### config.mk
export PLATFORM = sky130hd
export DESIGN_NAME = stm32_bus_master
export DESIGN_NICKNAME = d
export VERILOG_FILES = /design/src/rtl/stm32_bus_master.sv
export SDC_FILE = /design/constraint.sdc
export NUM_CORES = 1
export LEC_CHECK = 0
export ABC_AREA = 1
export CORE_ASPECT_RATIO = 1.2
export CORE_UTILIZATION = 45
export DETAILED_ROUTE_END_ITERATION = 12
export GPL_ROUTABILITY_DRIVEN = 0
export GPL_TIMING_DRIVEN = 0
export HOLD_SLACK_MARGIN = 0.08
export PLACE_DENSITY = 0.73
export SETUP_SLACK_MARGIN = 0.5
export SYNTH_ARGS = -nofsm -noshare
export SYNTH_HDL_FRONTEND = slang
export SYNTH_SLANG_ARGS = --single-unit
### constraint.sdc
create_clock -name clk_in -period 4.32 [get_ports clk_in]
set_input_delay 1.296 -clock clk_in [delete_from_list [all_inputs] [get_ports clk_in]]
set_output_delay 1.296 -clock clk_in [all_outputs]
set_load 0.03 [all_outputs]
### src/rtl/stm32_bus_master.sv
// Initiator end of the 4-bit STM32 <-> DDC nibble link; one command per frame, all outputs registered.
// Optional build macro OTR_STICKY_EN adds a sticky overrange flag (otr_sticky) and its clear (otr_clr).
module stm32_bus_master #(
   parameter int GAP_CYCLES = 1,
   parameter int RD_LAT     = 1
) (
   input  logic               clk_in,
   input  logic               reset_in,
   input  logic               cmd_valid,
   output logic               cmd_ready,
   input  logic [1:0]         cmd_op,
   input  logic [21:0]        cmd_freq,
   input  logic               cmd_preamp,
   input  logic               cmd_tx,
   input  logic signed [15:0] cmd_tx_i,
   input  logic signed [15:0] cmd_tx_q,
   output logic               bus_sync,
   output logic [3:0]         bus_data_out,
   input  logic [3:0]         bus_data_in,
   output logic               rsp_valid,
   output logic [1:0]         rsp_op,
   output logic signed [15:0] rsp_i,
   output logic signed [15:0] rsp_q,
   output logic               rsp_otr,
`ifdef OTR_STICKY_EN
   input  logic               otr_clr,
   output logic               otr_sticky,
`endif
   output logic               busy
);

   localparam logic [2:0] S_IDLE = 3'd0;
   localparam logic [2:0] S_SYNC = 3'd1;
   localparam logic [2:0] S_SEND = 3'd2;
   localparam logic [2:0] S_RECV = 3'd3;
   localparam logic [2:0] S_DONE = 3'd4;
   localparam logic [2:0] S_GAP  = 3'd5;

   localparam logic [1:0] OP_SET  = 2'd0;
   localparam logic [1:0] OP_STAT = 2'd1;
   localparam logic [1:0] OP_TXIQ = 2'd2;

   localparam logic [3:0] RD_LAT_C = 4'(RD_LAT);
   localparam logic [3:0] GAP_LAST = 4'(GAP_CYCLES - 1);

   logic [2:0]         state_q, state_d;
   logic [3:0]         cnt_q, cnt_d;
   logic               ready_q, ready_d;
   logic               busy_q, busy_d;
   logic               sync_q, sync_d;
   logic [3:0]         data_q, data_d;
   logic               rsp_valid_q, rsp_valid_d;
   logic [1:0]         rsp_op_q, rsp_op_d;
   logic signed [15:0] rsp_i_q, rsp_i_d;
   logic signed [15:0] rsp_q_q, rsp_q_d;
   logic               rsp_otr_q, rsp_otr_d;
   logic [31:0]        sh_q, sh_d;
   logic [27:0]        rx_q, rx_d;
   logic [1:0]         op_q, op_d;
   logic [3:0]         nib_len;
   logic [31:0]        rx_shift;
`ifdef OTR_STICKY_EN
   logic               sticky_q, sticky_d;
`endif

   assign rx_shift = {rx_q, bus_data_in};

   always_comb begin
      case (op_q)
         OP_SET:  nib_len = 4'd7;
         OP_STAT: nib_len = 4'd1;
         default: nib_len = 4'd8;
      endcase
   end

   always_comb begin
      state_d     = state_q;
      cnt_d       = cnt_q;
      ready_d     = ready_q;
      busy_d      = busy_q;
      sync_d      = 1'b0;
      data_d      = 4'h0;
      rsp_valid_d = 1'b0;
      rsp_op_d    = rsp_op_q;
      rsp_i_d     = rsp_i_q;
      rsp_q_d     = rsp_q_q;
      rsp_otr_d   = rsp_otr_q;
      sh_d        = sh_q;
      rx_d        = rx_q;
      op_d        = op_q;
`ifdef OTR_STICKY_EN
      sticky_d    = otr_clr ? 1'b0 : sticky_q;
`endif
      case (state_q)
         S_IDLE: begin
            ready_d = 1'b1;
            if (cmd_valid && ready_q) begin
               state_d = S_SYNC;
               ready_d = 1'b0;
               busy_d  = 1'b1;
               sync_d  = 1'b1;
               data_d  = {2'b00, cmd_op} + 4'd1;
               op_d    = cmd_op;
               cnt_d   = 4'd0;
               // Payload is left-aligned so SEND always emits sh_q[31:28] and shifts.
               case (cmd_op)
                  OP_SET:  sh_d = {cmd_tx, cmd_preamp, 2'b00, 2'b00, cmd_freq, 4'h0};
                  OP_TXIQ: sh_d = {cmd_tx_q, cmd_tx_i};
                  default: sh_d = 32'h0;
               endcase
            end
         end
         S_SYNC: begin
            if (!op_q[0]) begin
               state_d = S_SEND;
               data_d  = sh_q[31:28];
               sh_d    = {sh_q[27:0], 4'h0};
               cnt_d   = 4'd1;
            end else begin
               state_d = S_RECV;
               cnt_d   = 4'd0;
            end
         end
         S_SEND: begin
            if (cnt_q == nib_len) begin
               state_d     = S_DONE;
               rsp_valid_d = 1'b1;
               rsp_op_d    = op_q;
            end else begin
               data_d = sh_q[31:28];
               sh_d   = {sh_q[27:0], 4'h0};
               cnt_d  = cnt_q + 4'd1;
            end
         end
         S_RECV: begin
            // The first RD_LAT edges after SYNC carry no data from the slave yet.
            if (cnt_q >= RD_LAT_C) begin
               rx_d = rx_shift[27:0];
               if (cnt_q - RD_LAT_C == nib_len - 4'd1) begin
                  state_d     = S_DONE;
                  rsp_valid_d = 1'b1;
                  rsp_op_d    = op_q;
                  if (op_q == OP_STAT) begin
                     rsp_otr_d = bus_data_in[0];
`ifdef OTR_STICKY_EN
                     if (bus_data_in[0]) sticky_d = 1'b1;
`endif
                  end else begin
                     rsp_q_d = rx_shift[31:16];
                     rsp_i_d = rx_shift[15:0];
                  end
               end
            end
            cnt_d = cnt_q + 4'd1;
         end
         S_DONE: begin
            state_d = S_GAP;
            cnt_d   = 4'd0;
         end
         S_GAP: begin
            if (cnt_q == GAP_LAST) begin
               state_d = S_IDLE;
               ready_d = 1'b1;
               busy_d  = 1'b0;
            end else begin
               cnt_d = cnt_q + 4'd1;
            end
         end
         default: state_d = S_IDLE;
      endcase
   end

   always_ff @(posedge clk_in) begin
      if (reset_in) begin
         state_q     <= S_IDLE;
         cnt_q       <= 4'd0;
         ready_q     <= 1'b0;
         busy_q      <= 1'b0;
         sync_q      <= 1'b0;
         data_q      <= 4'h0;
         rsp_valid_q <= 1'b0;
         rsp_op_q    <= 2'd0;
         rsp_i_q     <= '0;
         rsp_q_q     <= '0;
         rsp_otr_q   <= 1'b0;
`ifdef OTR_STICKY_EN
         sticky_q    <= 1'b0;
`endif
      end else begin
         state_q     <= state_d;
         cnt_q       <= cnt_d;
         ready_q     <= ready_d;
         busy_q      <= busy_d;
         sync_q      <= sync_d;
         data_q      <= data_d;
         rsp_valid_q <= rsp_valid_d;
         rsp_op_q    <= rsp_op_d;
         rsp_i_q     <= rsp_i_d;
         rsp_q_q     <= rsp_q_d;
         rsp_otr_q   <= rsp_otr_d;
`ifdef OTR_STICKY_EN
         sticky_q    <= sticky_d;
`endif
      end
   end

   // Frame payload/capture registers carry no control meaning, so they skip reset.
   always_ff @(posedge clk_in) begin
      sh_q <= sh_d;
      rx_q <= rx_d;
      op_q <= op_d;
   end

   assign cmd_ready    = ready_q;
   assign busy         = busy_q;
   assign bus_sync     = sync_q;
   assign bus_data_out = data_q;
   assign rsp_valid    = rsp_valid_q;
   assign rsp_op       = rsp_op_q;
   assign rsp_i        = rsp_i_q;
   assign rsp_q        = rsp_q_q;
   assign rsp_otr      = rsp_otr_q;
`ifdef OTR_STICKY_EN
   assign otr_sticky   = sticky_q;
`endif

endmodule

==> results of run 1 <==
cells in the mapped netlist:
cell,number,area share
nor2_8,1,0.0042
nor2_2,1,0.0013
buf_2,8,0.0083
a21oi_1,40,0.042
clkinv_1,1,0.00078
nand4_1,38,0.049
nor3_1,3,0.0031
nand2_1,148,0.12
and2_1,1,0.0013
nand3b_1,1,0.0016
o22ai_1,1,0.0013
edfxtp_1,62,0.39
nand2_4,1,0.0023
inv_1,22,0.017
inv_2,3,0.0023
buf_6,6,0.014
a31oi_1,24,0.031
clkbuf_1,16,0.012
o21ai_0,13,0.013
nand3_1,7,0.0073
nand3_4,1,0.0036
dfxtp_1,50,0.21
ha_1,7,0.018
nor2_1,60,0.047
o311ai_0,1,0.0018
xnor2_1,1,0.0018
a211oi_1,1,0.0016
nand3_2,2,0.0042
where the power goes:
part	switching [mW]	internal, mW
Clock	0.405	0.521
Sequential	0.0851	1.49
Combinational	0.815	0.424
Total	1.31	2.43
metal layers:
layer | GRT usage | vias to the layer above | part of all wire
met3 | 0.05093 | 21 | 0.055
li1 | - | 2026 | -
met2 | 0.3695 | 148 | 0.52
met1 | 0.2658 | 1902 | 0.41
met4 | 0.07353 | 0 | 0.017
met5 | 0 | - | 0
layout make-up:
class,count,share of cell area
Clock inverter,7,0.01658
Multi-Input combinational cell,352,0.2657
Tap cell,129,0.02517
Inverter,26,0.01522
Buffer,30,0.02614
Timing Repair Buffer,107,0.1697
Sequential cell,112,0.4464
Clock buffer,9,0.03512
flip-flops by register name (all words and copies together), names as in the netlist:
register	count
bus_data_out	4
bus_sync	1
busy	1
cmd_ready	1
cnt_q	4
op_q	2
rsp_i	16
rsp_op	2
rsp_otr	1
rsp_q	16
rsp_valid	1
rx_q	28
sh_q	32
state_q	3
logic make-up after synthesis:
group | count (synthesis) | share of synthesized area
AOI/OAI and AO/OA | 80 | 0.09086
adders and majority gates | 7 | 0.01817
xor gates and xnor gates | 1 | 0.001818
DFF | 112 | 0.5940
buffers and inverters | 56 | 0.05504
and+or+nand+nor | 264 | 0.2401
worst min-delay path by stage:
| stage | startpoint | to | slack, ns |
|---|---|---|---|
| 2_1_floorplan | rx_q[6] | rx_q[10] | 0.43 |
| 3_3_place_gp | rx_q[5] | rx_q[9] | 0.43 |
| 6_report | rx_q[9] | rx_q[13] | 0.45 |
| 5_1_grt | rx_q[9] | rx_q[13] | 0.45 |
| 4_1_cts | rx_q[9] | rx_q[13] | 0.45 |
| 3_5_place_dp | rx_q[7] | rx_q[11] | 0.43 |
==> impl_metrics.py, run 1 <==
metrics = {
    "global_routing": {
        "grt_pass1_vias": 3820,
        "overflow": 0,
        "grt_pass1_wl_um": 18090,
        "track_usage": 0.2163,
        "grt_antenna_before_repair": 0,
        "grt_max_degree": 38,
    },
    "clock_network": {
        "postCtsHoldBufs": 0,
        "postCtsSetupRepairBufs": 0,
        "cts_buffers": 9,
        "cts-root-buf": "clkbuf_16",
        "cts_tree": "yes",
        "clk_latency_ns": 0.36,
        "clk_path_buf_depth": 2,
        "ctsHtreeMaxLevel": 3,
        "cts-resized-gates": 0,
        "numClockSinks": 112,
        "clkTransAtPathRegs_ns": 0.08,
    },
    "finish": {
        "syn2layout_area_growth_pct": 33.07,
        "post-route-cell-area_mm2": 0.006414,
        "drive_above_1_share": 0.06376,
        "n_antenna_cell": 0,
        "layout.area.seq_mm2": 0.002863,
        "finalNonFillerCells": 772,
        "nNetsFinal": 710,
        "layout_commonest_cell": "nand2_1",
        "multi_input_area_mm2": 0.001704,
        "post-route-util": 0.6129,
        "mostFrequentLayoutCells": "nand2_1, clkdlybuf4s50_1, edfxtp_1",
        "nFillCells": 894,
    },
    "floorplanning": {
        "initial_utilization": 0.4605,
        "io_pins": 108,
        "die_w_um": 96.48,
        "die_area_mm2": 0.01113,
        "die_h_um": 115.4,
        "core_mm2": 0.01047,
        "row_count": 41,
    },
    "detailed_routing": {
        "ant_nets": 0,
        "routed_wl_um": 11290,
        "vias": 4097,
        "drt_iter0_drc": 243,
        "detail_route.first_pass.iterations": 6,
        "via_per_inst": 5.307,
        "drt_drc_violations_left": 0,
        "wl_per_cell_um": 14.63,
    },
    "critical_path": {
        "crit_path_cell_trace": "clkdlybuf4s50_1 > nand2_1 > nand2_1 > nand2_1 > a211oi_4 > buf_16",
        "startpoint": "cmd_valid",
        "cp.arrival_ns": 3.20,
        "slowest_stage": "a211oi_4",
        "critical_path.top_delay_family": "compound AO/OA/AOI/OAI gates",
        "worst-path-stages": 6,
        "critical_path.max_fanout": 17,
        "r2r_cells": 7,
        "crit_top_cell": "nand2_1",
        "worstPathRequired_ns": 4.38,
        "cp_num_buf_inv": 2,
        "crit_end": "sh_q[29]",
        "worstSetupEndpointType": "flop",
        "startpoint_type": "input pin",
        "r2r_start": "op_q[0]",
        "regToRegSetupSlack_ns": 1.80,
        "max_stage_delay_ns": 0.80,
        "worstReg2RegEnd": "sh_q[29]",
        "critPathKind": "in2reg",
    },
    "synth": {
        "synth.avg_cell_area_um2": 9.269,
        "yosysSeqAreaShare": 0.5940,
        "syn_area_mm2": 0.004820,
        "synth_cell_types": 28,
        "synth_cells": 520,
        "yosysWarningCount": 0,
        "synth-seq-cells": 112,
        "syn-num-nets": 592,
    },
    "placement": {
        "io_buffers": 106,
        "placed_cells": 756,
        "post_dp_cell_area_mm2": 0.006082,
        "hpwl_um": 8311,
        "pre_cts_ws_ns": 0.8092,
    },
    "sta": {
        "finalCriticalPeriod_ns": 3.135,
        "skew_ns": 0.01156,
        "hold_viol": 0,
        "slew_violations": 0,
        "rsz0062_at_grt": "no",
        "period_share": 0.7258,
        "tightest_slew_ns": 1.004,
        "setup_viol": 0,
        "max-slew-margin-rel": 0.3283,
        "hold_ws_ns": 0.4504,
        "fin_tns_setup_ns": 0,
        "max_freq_mhz": 318.9,
        "fin_ws_ns": 1.185,
    },
    "run": {
        "drv_cap": 0,
    },
    "power_and_ir_drop": {
        "power_mw": 3.740,
        "peakVddDrop_mv": 0.2718,
        "p_leak_nw": 2.341,
        "p_per_area_mw_per_mm2": 583.1,
    },
    "worst_hold_path": {
        "hold_class": "reg2reg",
        "hold_depth": 0,
    },
    "run_status": {
        "status": "finished clean",
    },
}
Power figures use the tool's default switching activity.
==> inputs of run 2 (changes only) <==
- CORE_UTILIZATION: 45 -> 50
- PLACE_DENSITY: 0.73 -> 0.77
- clock period: 4.32 -> 3.05 ns (I/O delays scaled with it)
==> impl_metrics.py, run 2 (synthesized netlist as in run 1, its figures left out) <==
metrics = {
    "run_status": {
        "status": "finished clean",
    },
    "detailed_routing": {
        "wl_per_cell_um": 14.97,
        "vias": 4069,
        "detail_route.first_pass.iterations": 5,
        "routed_wl_um": 11470,
        "via_per_inst": 5.312,
        "drt_iter0_drc": 213,
        "ant_nets": 0,
        "drt_drc_violations_left": 0,
    },
    "placement": {
        "hpwl_um": 8544,
        "placed_cells": 747,
        "post_dp_cell_area_mm2": 0.006058,
        "pre_cts_ws_ns": 0.1162,
        "io_buffers": 106,
    },
    "sta": {
        "period_share": 0.7878,
        "hold_viol": 0,
        "max-slew-margin-rel": 0.5473,
        "setup_viol": 0,
        "hold_ws_ns": 0.4571,
        "max_freq_mhz": 416.2,
        "tightest_slew_ns": 0.6738,
        "fin_tns_setup_ns": 0,
        "slew_violations": 0,
        "fin_ws_ns": 0.6471,
        "skew_ns": 0.01019,
        "rsz0062_at_grt": "no",
        "finalCriticalPeriod_ns": 2.403,
    },
    "finish": {
        "mostFrequentLayoutCells": "nand2_1, clkdlybuf4s50_1, edfxtp_1",
        "post-route-util": 0.6808,
        "largest_register": "sh_q",
        "layout_commonest_cell": "nand2_1",
        "n_antenna_cell": 0,
        "post-route-cell-area_mm2": 0.006280,
        "syn2layout_area_growth_pct": 30.30,
        "drive_above_1_share": 0.06811,
        "largest_register_ffs": 32,
        "nNetsFinal": 713,
        "finalNonFillerCells": 766,
        "largestRegisters": "sh_q: 32 flops, rx_q: 28 flops",
    },
    "clock_network": {
        "numClockSinks": 112,
        "cts_tree": "yes",
        "ctsHtreeMaxLevel": 3,
        "clk_path_buf_depth": 2,
        "cts-root-buf": "clkbuf_8",
        "cts_buffers": 9,
        "postCtsHoldBufs": 0,
        "clkTransAtPathRegs_ns": 0.11,
        "clk_latency_ns": 0.37,
    },
    "critical_path": {
        "critical_path.max_fanout": 10,
        "worstSetupEndpointType": "flop",
        "max_stage_delay_ns": 0.45,
        "startpoint_type": "input pin",
        "slowest_stage": "clkdlybuf4s50_1",
        "cp.arrival_ns": 2.58,
        "critPathKind": "in2reg",
        "crit_path_cell_trace": "clkdlybuf4s50_1 > inv_1 > ha_1 > clkbuf_1 > nand2_1 > a31oi_1",
        "worstPathRequired_ns": 3.22,
    },
    "global_routing": {
        "grt_antenna_before_repair": 0,
        "grt_pass1_wl_um": 18350,
        "grt_max_degree": 38,
        "grt_pass1_vias": 3913,
        "track_usage": 0.2359,
        "overflow": 0,
    },
    "worst_hold_path": {
        "hold_class": "reg2reg",
    },
    "power_and_ir_drop": {
        "power_mw": 4.869,
        "p_per_area_mw_per_mm2": 775.3,
        "p_leak_nw": 2.286,
        "peakVddDrop_mv": 0.6909,
    },
    "floorplanning": {
        "core_mm2": 0.009224,
        "initial_utilization": 0.5225,
        "row_count": 38,
        "die_w_um": 91.63,
        "die_h_um": 109.6,
        "die_area_mm2": 0.01004,
        "io_pins": 108,
    },
    "run": {
        "drv_cap": 0,
    },
}
-- run 2: per-layer routing --
layer | part of all wire | vias to the layer above | global-route usage
met4 | 0.016 | 0 | 0.08617
li1 | - | 2025 | -
met1 | 0.40 | 1894 | 0.2746
met3 | 0.048 | 14 | 0.04426
met2 | 0.53 | 136 | 0.4339
met5 | 0 | - | 0
-- run 2: cell type report --
| type | instances | area, um2 |
|---|---|---|
| multi-input cells | 352 | 1704 |
| well taps | 120 | 150.1 |
| clock inverters | 7 | 72.57 |
| repair buffers | 110 | 1099 |
| flip-flops and latches | 112 | 2863 |
| plain buffers | 30 | 170.2 |
| fillers | 728 | 2944 |
| clock buffers | 9 | 123.9 |
| inverters | 26 | 97.59 |
-- run 2: path summary, 6_finish.rpt --
path	start	endpoint	slack, ns	depth (start not counted)
hold / removal	rx_q[9]	rx_q[13]	0.46	0
setup / recovery	cmd_op[0]	sh_q[9]	0.65	6
hold reg to reg	rx_q[9]	rx_q[13]	0.46	0
setup reg to reg	cnt_q[0]	rsp_i[12]	0.75	8
-- run 2: power by group --
part | total [mW] | switching (mW) | internal (mW)
Clock | 0.858 | 0.538 | 0.320
Combinational | 1.78 | 1.17 | 0.614
Sequential | 2.23 | 0.126 | 2.10
Total | 4.87 | 1.83 | 3.04
-- run 2: critical path: cells and delay by family --
kind	cells	cell delay (ns)
buffers and inverters	3	0.98
adders and majority gates	1	0.29
and+or+nand+nor	1	0.09
AOI/OAI and AO/OA	1	0.29
-- run 2: timing repair --
item / 4_1_cts / 5_1_grt
setup endpoints to repair: 0 / 58
setup buffers: 0 / 3
gates resized for setup: 0 / 1
==> inputs of run 3 (changes only) <==
- clock period: 3.05 -> 2.4 ns (I/O delays scaled with it)
==> impl_metrics.py, run 3 (synthesized netlist as in run 1, its figures left out) <==
metrics = {
    "finish": {
        "largest_register_ffs": 32,
        "layout_commonest_cell": "nand2_1",
        "largestRegisters": "sh_q: 32 flops, rx_q: 28 flops",
        "nNetsFinal": 743,
        "drive_above_1_share": 0.2633,
        "n_antenna_cell": 0,
        "largest_register": "sh_q",
        "syn2layout_area_growth_pct": 44.31,
        "post-route-cell-area_mm2": 0.006955,
        "mostFrequentLayoutCells": "nand2_1, clkdlybuf4s50_1, edfxtp_1",
    },
    "critical_path": {
        "slowest_stage": "dfxtp_4",
        "critical_path.top_delay_family": "simple AND/OR/NAND/NOR gates",
        "worstSetupEndpointType": "flop",
        "regToRegSetupSlack_ns": 0.41,
        "critPathKind": "reg2reg",
        "worstPathRequired_ns": 2.70,
        "startpoint_type": "flop",
        "max_stage_delay_ns": 0.38,
        "cp_num_buf_inv": 3,
        "worst-path-stages": 9,
        "critical_path.max_fanout": 10,
        "cp.arrival_ns": 2.30,
        "crit_top_cell": "buf_4",
        "r2r_cells": 9,
        "crit_path_cell_trace": "buf_4 > ha_1 > nand3b_1 > and2_1 > buf_4 > nand3_4 > clkbuf_16 > nand2_4 > a21oi_2",
    },
    "detailed_routing": {
        "drt_iter0_drc": 394,
        "ant_nets": 0,
        "drt_drc_violations_left": 0,
        "vias": 4483,
        "detail_route.first_pass.iterations": 5,
        "wl_per_cell_um": 17.38,
        "routed_wl_um": 13840,
        "via_per_inst": 5.632,
    },
    "global_routing": {
        "grtUsageMet1": 0.2937,
        "grt_use_met3": 0.04495,
        "grt_pass1_vias": 4037,
        "track_usage": 0.2497,
        "overflow": 0,
        "use_met2": 0.4479,
        "top_usage_layer": "met2",
        "grt_pass1_wl_um": 19250,
        "grt_antenna_before_repair": 0,
        "grt_max_degree": 38,
    },
    "power_and_ir_drop": {
        "p_per_area_mw_per_mm2": 991.3,
        "power_mw": 6.895,
        "p_leak_nw": 2.657,
        "peakVddDrop_mv": 0.6649,
    },
    "clock_network": {
        "cts_buffers": 9,
        "cts_tree": "yes",
        "cts-root-buf": "clkbuf_8",
        "ctsHtreeMaxLevel": 3,
        "clk_path_buf_depth": 2,
        "clk_latency_ns": 0.39,
        "numClockSinks": 112,
        "clkTransAtPathRegs_ns": 0.12,
    },
    "floorplanning": {
        "io_pins": 108,
        "die_w_um": 91.63,
        "die_area_mm2": 0.01004,
        "row_count": 38,
        "die_h_um": 109.6,
        "initial_utilization": 0.5225,
        "core_mm2": 0.009224,
    },
    "placement": {
        "pre_cts_ws_ns": -0.4500,
        "hpwl_um": 8494,
        "io_buffers": 106,
        "post_dp_cell_area_mm2": 0.006066,
    },
    "run_status": {
        "status": "finished clean",
    },
    "sta": {
        "max-slew-margin-rel": 0.4413,
        "tightest_slew_ns": 0.8380,
        "max_freq_mhz": 501.4,
        "rsz0062_at_grt": "yes",
        "period_share": 0.8310,
        "setup_viol": 0,
        "slew_violations": 0,
        "finalCriticalPeriod_ns": 1.994,
        "hold_viol": 0,
        "skew_ns": 0.01967,
        "fin_ws_ns": 0.4055,
    },
    "run": {
        "drv_cap": 0,
    },
    "worst_hold_path": {
        "hold_class": "reg2reg",
        "hold_depth": 0,
    },
}
==> run 3: cell count changes in the layout (fill, tap and decap cells not counted), sizes merged <==
cell,previous run,this run
clkdlybuf4s15,0,7
inv,28,30
clkbuf,26,42
buf,17,46
dlygate4sd2,0,20
clkdlybuf4s50,106,63
clkinv,5,3
nor2,62,63
==> run 3: through the flow <==
| stage | setup TNS [ns] | util | cells | hold slack, ns |
|---|---|---|---|---|
| 3_3_place_gp | -22.13 | 0.6560 | 746 | 0.4307 |
| 5_1_grt | 0 | 0.7541 | 796 | 0.4652 |
| 6_report | 0 | 0.7541 | 796 | 0.4515 |
| 4_1_cts | 0 | 0.6952 | 780 | 0.4522 |
| 3_5_place_dp | -12.56 | 0.6576 | 747 | 0.4336 |
| 2_1_floorplan | 0 | - | 520 | 0.4271 |
==> run 3: power by group <==
group / switching, mW / internal (mW) / total, mW
Clock: 0.721 / 0.412 / 1.13
Combinational: 1.77 / 1.17 / 2.94
Sequential: 0.150 / 2.68 / 2.83
==> run 3: layout make-up <==
cell class              instances  area [um2]
flip-flops and latches        112        2868
fillers                       599        2268
multi-input cells             353        2132
repair buffers                139        1305
plain buffers                  30       201.4
well taps                     120       150.1
clock buffers                   9       123.9
inverters                      26       105.1
clock inverters                 7       70.07
==> run 3: worst register-to-register path, delay by kind of cell (launching register included) <==
family / cells / cell delay (ns)
flops: 1 / 0.38
fa+ha+maj: 1 / 0.20
simple gates: 4 / 0.69
compound gates: 1 / 0.12
buf+inv: 3 / 0.54
==> run 3: metal layers <==
layer	part of all wire	up-vias
li1	-	2095
met1	0.37	2127
met2	0.53	212
met3	0.060	49
met4	0.036	0
met5	0	-
==> run 3: what timing repair did <==
item / 4_1_cts / 5_1_grt
pin swaps: 3 / 12
resized for setup: 65 / 158
gates cloned: 2 / 3
hold buffers: 0 / 0
setup buffers: 15 / 13
setup endpoints to repair: 170 / 128
==> run 3: final timing paths <==
path,startpoint,endpoint
setup / recovery,cnt_q[0],rsp_i[8]
hold / removal,rx_q[10],rx_q[14]
setup reg to reg,cnt_q[0],rsp_i[8]
hold reg to reg,rx_q[10],rx_q[14]
